==> config.mk <==
export PLATFORM = sky130hd
export DESIGN_NAME = max_pool_2x2
export DESIGN_NICKNAME = d
export VERILOG_FILES = /design/src/rtl/max_pool_2x2.sv
export SDC_FILE = /design/constraint.sdc
export NUM_CORES = 1
export LEC_CHECK = 0
export ABC_AREA = 1
export BUFFER_PORTS_ARGS = -buffer_cell sky130_fd_sc_hd__clkbuf_2
export CAP_MARGIN = 20
export CORE_MARGIN = 2
export CORE_UTILIZATION = 60
export DETAILED_ROUTE_END_ITERATION = 10
export PLACE_DENSITY_LB_ADDON = 0.15
export SYNTH_ARGS = -nofsm -noshare
export SYNTH_HDL_FRONTEND = slang
export SYNTH_SLANG_ARGS = --single-unit
==> constraint.sdc <==
create_clock -name clk -period 4.83 [get_ports clk]
set_input_delay 0.7245 -clock clk [delete_from_list [all_inputs] [get_ports clk]]
set_output_delay 0.7245 -clock clk [all_outputs]
set_load 0.005 [all_outputs]
==> src/rtl/max_pool_2x2.sv <==
// max_pool_2x2: reduces each 2x2 window of int8 conv results (4 consecutive
// valid beats, windows in raster order) to one max-pooled value, optionally
// ReLU-clamped, with a sequential output address for the next layer's ifmap.
module max_pool_2x2 #(
    parameter int DATA_W  = 8,
    parameter int SIZE_W  = 8,
    parameter int ADDR_W  = 10,
    parameter int RELU_EN = 1
) (
    input  logic              clk,
    input  logic              rst,
    input  logic              cfg_valid_i,
    input  logic [SIZE_W-1:0] ofmap_size_i,
    input  logic              conv_valid_i,
    input  logic [DATA_W-1:0] conv_result_i,
    input  logic              last_i,
    output logic              pool_valid_o,
    output logic [DATA_W-1:0] pool_data_o,
    output logic [ADDR_W-1:0] pool_addr_o,
    output logic              pool_last_o,
    output logic              busy_o,
    output logic              err_o
);

    // Window counter is wide enough to hold (S/2)^2 for any S that fits SIZE_W.
    localparam int CNT_W = 2 * SIZE_W;
    localparam logic signed [DATA_W-1:0] MIN_VAL = {1'b1, {(DATA_W-1){1'b0}}};

    typedef enum logic {
        IDLE,
        RUN
    } state_t;

    state_t state;
    state_t state_next;

    logic [1:0]               beat_cnt;
    logic [CNT_W-1:0]         win_cnt;
    logic [CNT_W-1:0]         last_win;
    logic signed [DATA_W-1:0] run_max;
    logic signed [DATA_W-1:0] in_data;
    logic signed [DATA_W-1:0] max_cur;
    logic signed [DATA_W-1:0] pooled;
    logic [SIZE_W-1:0]        half_size;
    logic [CNT_W-1:0]         total_cfg;
    logic                     cfg_bad;
    logic                     on_last_window;
    logic                     last_expected;
    logic                     layer_end;

    assign in_data        = $signed(conv_result_i);
    assign max_cur        = (in_data > run_max) ? in_data : run_max;
    assign half_size      = ofmap_size_i >> 1;
    assign total_cfg      = CNT_W'(half_size) * CNT_W'(half_size);
    assign cfg_bad        = ofmap_size_i[0] | (ofmap_size_i < SIZE_W'(2));
    assign on_last_window = (win_cnt == last_win);
    assign last_expected  = (beat_cnt == 2'd3) && on_last_window;
    assign layer_end      = (state == RUN) && conv_valid_i && last_expected;
    assign busy_o         = (state == RUN);

    // Window-close result: signed max of the window, clamped at zero when ReLU is enabled.
    always_comb begin
        pooled = max_cur;
        if ((RELU_EN != 0) && max_cur[DATA_W-1]) begin
            pooled = '0;
        end
    end

    // State register.
    always_ff @(posedge clk) begin
        if (rst) begin
            state <= IDLE;
        end else begin
            state <= state_next;
        end
    end

    // Next state: a legal config starts a layer; the last beat of the last window ends it.
    always_comb begin
        state_next = state;
        case (state)
            IDLE: begin
                if (cfg_valid_i && !cfg_bad) begin
                    state_next = RUN;
                end
            end
            RUN: begin
                if (layer_end) begin
                    state_next = IDLE;
                end
            end
            default: state_next = IDLE;
        endcase
    end

    // Datapath: running max, beat/window counters, output register and sticky error.
    always_ff @(posedge clk) begin
        if (rst) begin
            beat_cnt     <= '0;
            win_cnt      <= '0;
            last_win     <= '0;
            run_max      <= MIN_VAL;
            pool_valid_o <= 1'b0;
            pool_data_o  <= '0;
            pool_addr_o  <= '0;
            pool_last_o  <= 1'b0;
            err_o        <= 1'b0;
        end else begin
            pool_valid_o <= 1'b0;
            pool_last_o  <= 1'b0;
            if (state == IDLE) begin
                if (cfg_valid_i) begin
                    last_win <= total_cfg - CNT_W'(1);
                    win_cnt  <= '0;
                    beat_cnt <= '0;
                    run_max  <= MIN_VAL;
                    err_o    <= cfg_bad;
                end
                if (conv_valid_i) begin
                    err_o <= 1'b1;
                end
            end else begin
                if (cfg_valid_i) begin
                    err_o <= 1'b1;
                end
                if (conv_valid_i) begin
                    if (last_i != last_expected) begin
                        err_o <= 1'b1;
                    end
                    if (beat_cnt == 2'd3) begin
                        pool_valid_o <= 1'b1;
                        pool_data_o  <= pooled;
                        pool_addr_o  <= ADDR_W'(win_cnt);
                        pool_last_o  <= on_last_window;
                        win_cnt      <= win_cnt + CNT_W'(1);
                        beat_cnt     <= '0;
                        run_max      <= MIN_VAL;
                    end else begin
                        beat_cnt <= beat_cnt + 2'd1;
                        run_max  <= (beat_cnt == 2'd0) ? in_data : max_cur;
                    end
                end
            end
        end
    end

endmodule

==> impl_metrics.csv <==
group,metric,value,unit
clock_network,h-tree-depth,3,
sta,hold_slack,0.468,ns
floorplanning,core_area,7690,sq um
clock_network,cts_resized,0,
yosys,syn_nets,760,
routing,drc,0,
worst_setup_path,cp_data_arrival_time,4.47,ns
sta,fin_worst_skew,0.0146,ns
sta,setup_viol,0,
worst_setup_path,cp_top_family,"adder cells",
sta,fin_setup_tns,0,ns
placed_design,preCtsSetupSlack,0.268,ns
worst_setup_path,startpoint_type,"primary input",
cells_and_area,drive_above_1_share,0.113,
pwr,peakVddDrop,0.257,mV
global_routing,overflow,0,
worst_setup_path,crit_chain,"clkbuf_2 -> nand2_1 -> inv_1 -> ha_1 -> xnor2_1 -> fa_1 -> inv_1 -> fa_1 -> inv_1 -> fa_1 -> inv_1 -> ha_1 -> a21oi_1 -> o21ai_0 -> a21oi_1 -> o21ai_0 -> o21ai_0 -> o21ai_0",
placed_design,gp_congestion,0.891,
yosys,synthesis.instances,674,
sta,hold_viol_final,0,
floorplanning,die_y,92.8,um
cells_and_area,postLayoutCoreUtil,0.676,
cells_and_area,insertedDiodeCount,0,
clock_network,post_cts_buffers,0,
sta,slew_viol_final,0,
sta,worst_pin_slew,0.755,ns
clock_network,cts_tree,"done",
yosys,syn_area,4730,sq um
yosys,synth_top_cell_by_area,"dfxtp_1",
sta,post-route-period-util,0.879,
yosys,yosysMostFrequentCell,"nand2_1",
flow_run,cap_viol_max_count,0,
placed_design,dp_hpwl,8390,um
floorplanning,die_w,92.8,um
worst_setup_path,timing_worst_setup_path_type,"primary input to register",
routing,vias,4379,
sta,setup_ws,0.584,ns
yosys,synthArstFlopShare,0,
worst_setup_path,cp_slowest_cell,"fa_1",
run_status,status,"finished clean",
pwr,powerDensity,357,nW/um^2
worst_setup_path,cp_slowest_stage_delay,0.52,ns
clock_network,cts.sinks,61,
clock_network,cts_hold_buf,0,
yosys,ys_top_cells_by_area,"dfxtp_1 26%, nand2_1 12%, ha_1 11%",
global_routing,antenna_found_initial,0,
sta,min_period,4.25,ns
sta,slew_headroom,0.495,
worst_setup_path,path_buf_inv,5,
cells_and_area,fillCellCount,710,
sta,max_freq,0.235,GHz
worst_setup_path,endpoint_kind,"register",
clock_network,clock_latency,0.35,ns
routing,antenna_left,0,
yosys,synth_edf_count,0,
global_routing,track_usage,0.274,
clock_network,cts_buffers,9,
cells_and_area,fin_nets,791,
yosys,synth.avg_cell_area,7.02,sq um
routing,first_pass_iters,5,
min_path,holdCritPathClass,"register to register",
worst_setup_path,cp.required,5.05,ns
worst_setup_path,crit_fanout,11,
placed_design,port_buffers,41,
yosys,yosysSeqAreaShare,0.258,
floorplanning,dieArea,8610,sq um
yosys,synth-seq-cells,61,
sta,grt_setup_unrepaired,"false",
pwr,leakage,2.59,nW
global_routing,grt_pass1_wl,18900,um
pwr,power,1.86,mW
clock_network,clk_pin_slew,0.07,ns
clock_network,cts_buffer_depth,2,
clock_network,cts.root.buffer_cell,"clkbuf_8",
global_routing,grt_pass1_vias,4175,
routing,wl,11000,um
yosys,synth-main-ff-cell,"dfxtp_1",
yosys,ys_top_cells_by_count,"155 x nand2_1, 112 x inv_1, 64 x a21oi_1, 61 x dfxtp_1, 49 x nor2_1",
floorplanning,rows,32,
yosys,yosysWarnings,0,
routing,wl_per_cell,13.6,um
routing,viasPerCell,5.39,
cells_and_area,syn_to_final_growth,9.87,%
yosys,yosys.cell_types.count,42,
global_routing,grt_start_max_net_pins,28,
yosys,synth_top_area_frac,0.258,
floorplanning,start_util,0.615,
routing,drt_iter0_drc,283,
floorplanning,ioPinCount,43,
## sequential cells by signal, indices dropped and copies added, names as in the netlist
name / cells
win_cnt: 16
pool_valid_o: 1
pool_last_o: 1
beat_cnt: 2
busy_o: 1
last_win: 14
run_max: 8
pool_data_o: 7
pool_addr_o: 10
err_o: 1
## area by class of cell
cell class	count	area, sq um	share of cell area
multi-input combinational	475	2980	0.573
sequential	61	1220	0.235
inverter	116	435	0.0838
timing repair buffer	42	213	0.0409
tap	102	128	0.0246
clock buffer	9	124	0.0238
clock inverter	7	97.6	0.0188
## placed cells by master (no fill, tap or decap), types with 3 or more instances in the layout
cell type	instances
a21oi_1	64
clkbuf_2	41
clkbuf_8	9
dfxtp_1	61
fa_1	22
ha_1	43
inv_1	112
inv_2	4
nand2_1	155
nand2_2	3
nand3_1	31
nand4_1	16
nor2_1	49
nor2_4	3
nor3_1	6
o21ai_0	36
o21ai_1	4
o22ai_1	5
xnor2_1	5
xor2_1	10
## routing by layer
metal	share of wire	vias to the layer above	global-route usage	routed length [um]
met5	0	-	0	0
met4	0.014	0	0.0686	158
met3	0.072	21	0.0553	789
met2	0.48	143	0.475	5310
met1	0.43	2000	0.348	4770
li1	-	2215	-	-
## stage by stage
step                instances  area, sq um
global placement          796         4980
global route              812         5200
floorplan                 674         4730
CTS                       812         5200
finish                    812         5200
detailed placement        796         4980
## worst paths after layout
path	startpoint	end	slack (ns)	cells after the start
max	ofmap_size_i[3]	last_win[11]$_SDFFE_PP0P_	0.58	18
max reg2reg	run_max[5]$_SDFFE_PP0P_	pool_data_o[4]$_SDFFE_PP0P_	2.64	11
min reg2reg	pool_data_o[1]$_SDFFE_PP0P_	pool_data_o[1]$_SDFFE_PP0P_	0.47	2
min	pool_data_o[1]$_SDFFE_PP0P_	pool_data_o[1]$_SDFFE_PP0P_	0.47	2
## power breakdown
group          switching (mW)  internal, mW
combinational           0.494         0.287
sequential             0.0241         0.539
clock                   0.221         0.292
## cell families (layout without fill, tap and decap cells)
family | after synthesis | count (layout) | share of synthesized area
AND/OR/NAND/NOR | 278 | 278 | 0.266
flip-flops | 61 | 61 | 0.258
buffers and inverters | 138 | 174 | 0.112
XOR/XNOR | 15 | 15 | 0.0278
adder cells (fa/ha/maj) | 65 | 65 | 0.207
AO/OA/AOI/OAI | 116 | 116 | 0.129
other | 1 | 1 | 0.000793
## worst register-to-register path: cells and delay by family (launching register included)
| kind | cells | cell delay, ns |
|---|---|---|
| and+or+nand+nor | 7 | 1.09 |
| DFF | 1 | 0.36 |
| buffers and inverters | 1 | 0.06 |
| adders and majority gates | 1 | 0.29 |
| AOI/OAI and AO/OA | 2 | 0.33 |
No activity file was read; power rests on OpenSTA's default activity.
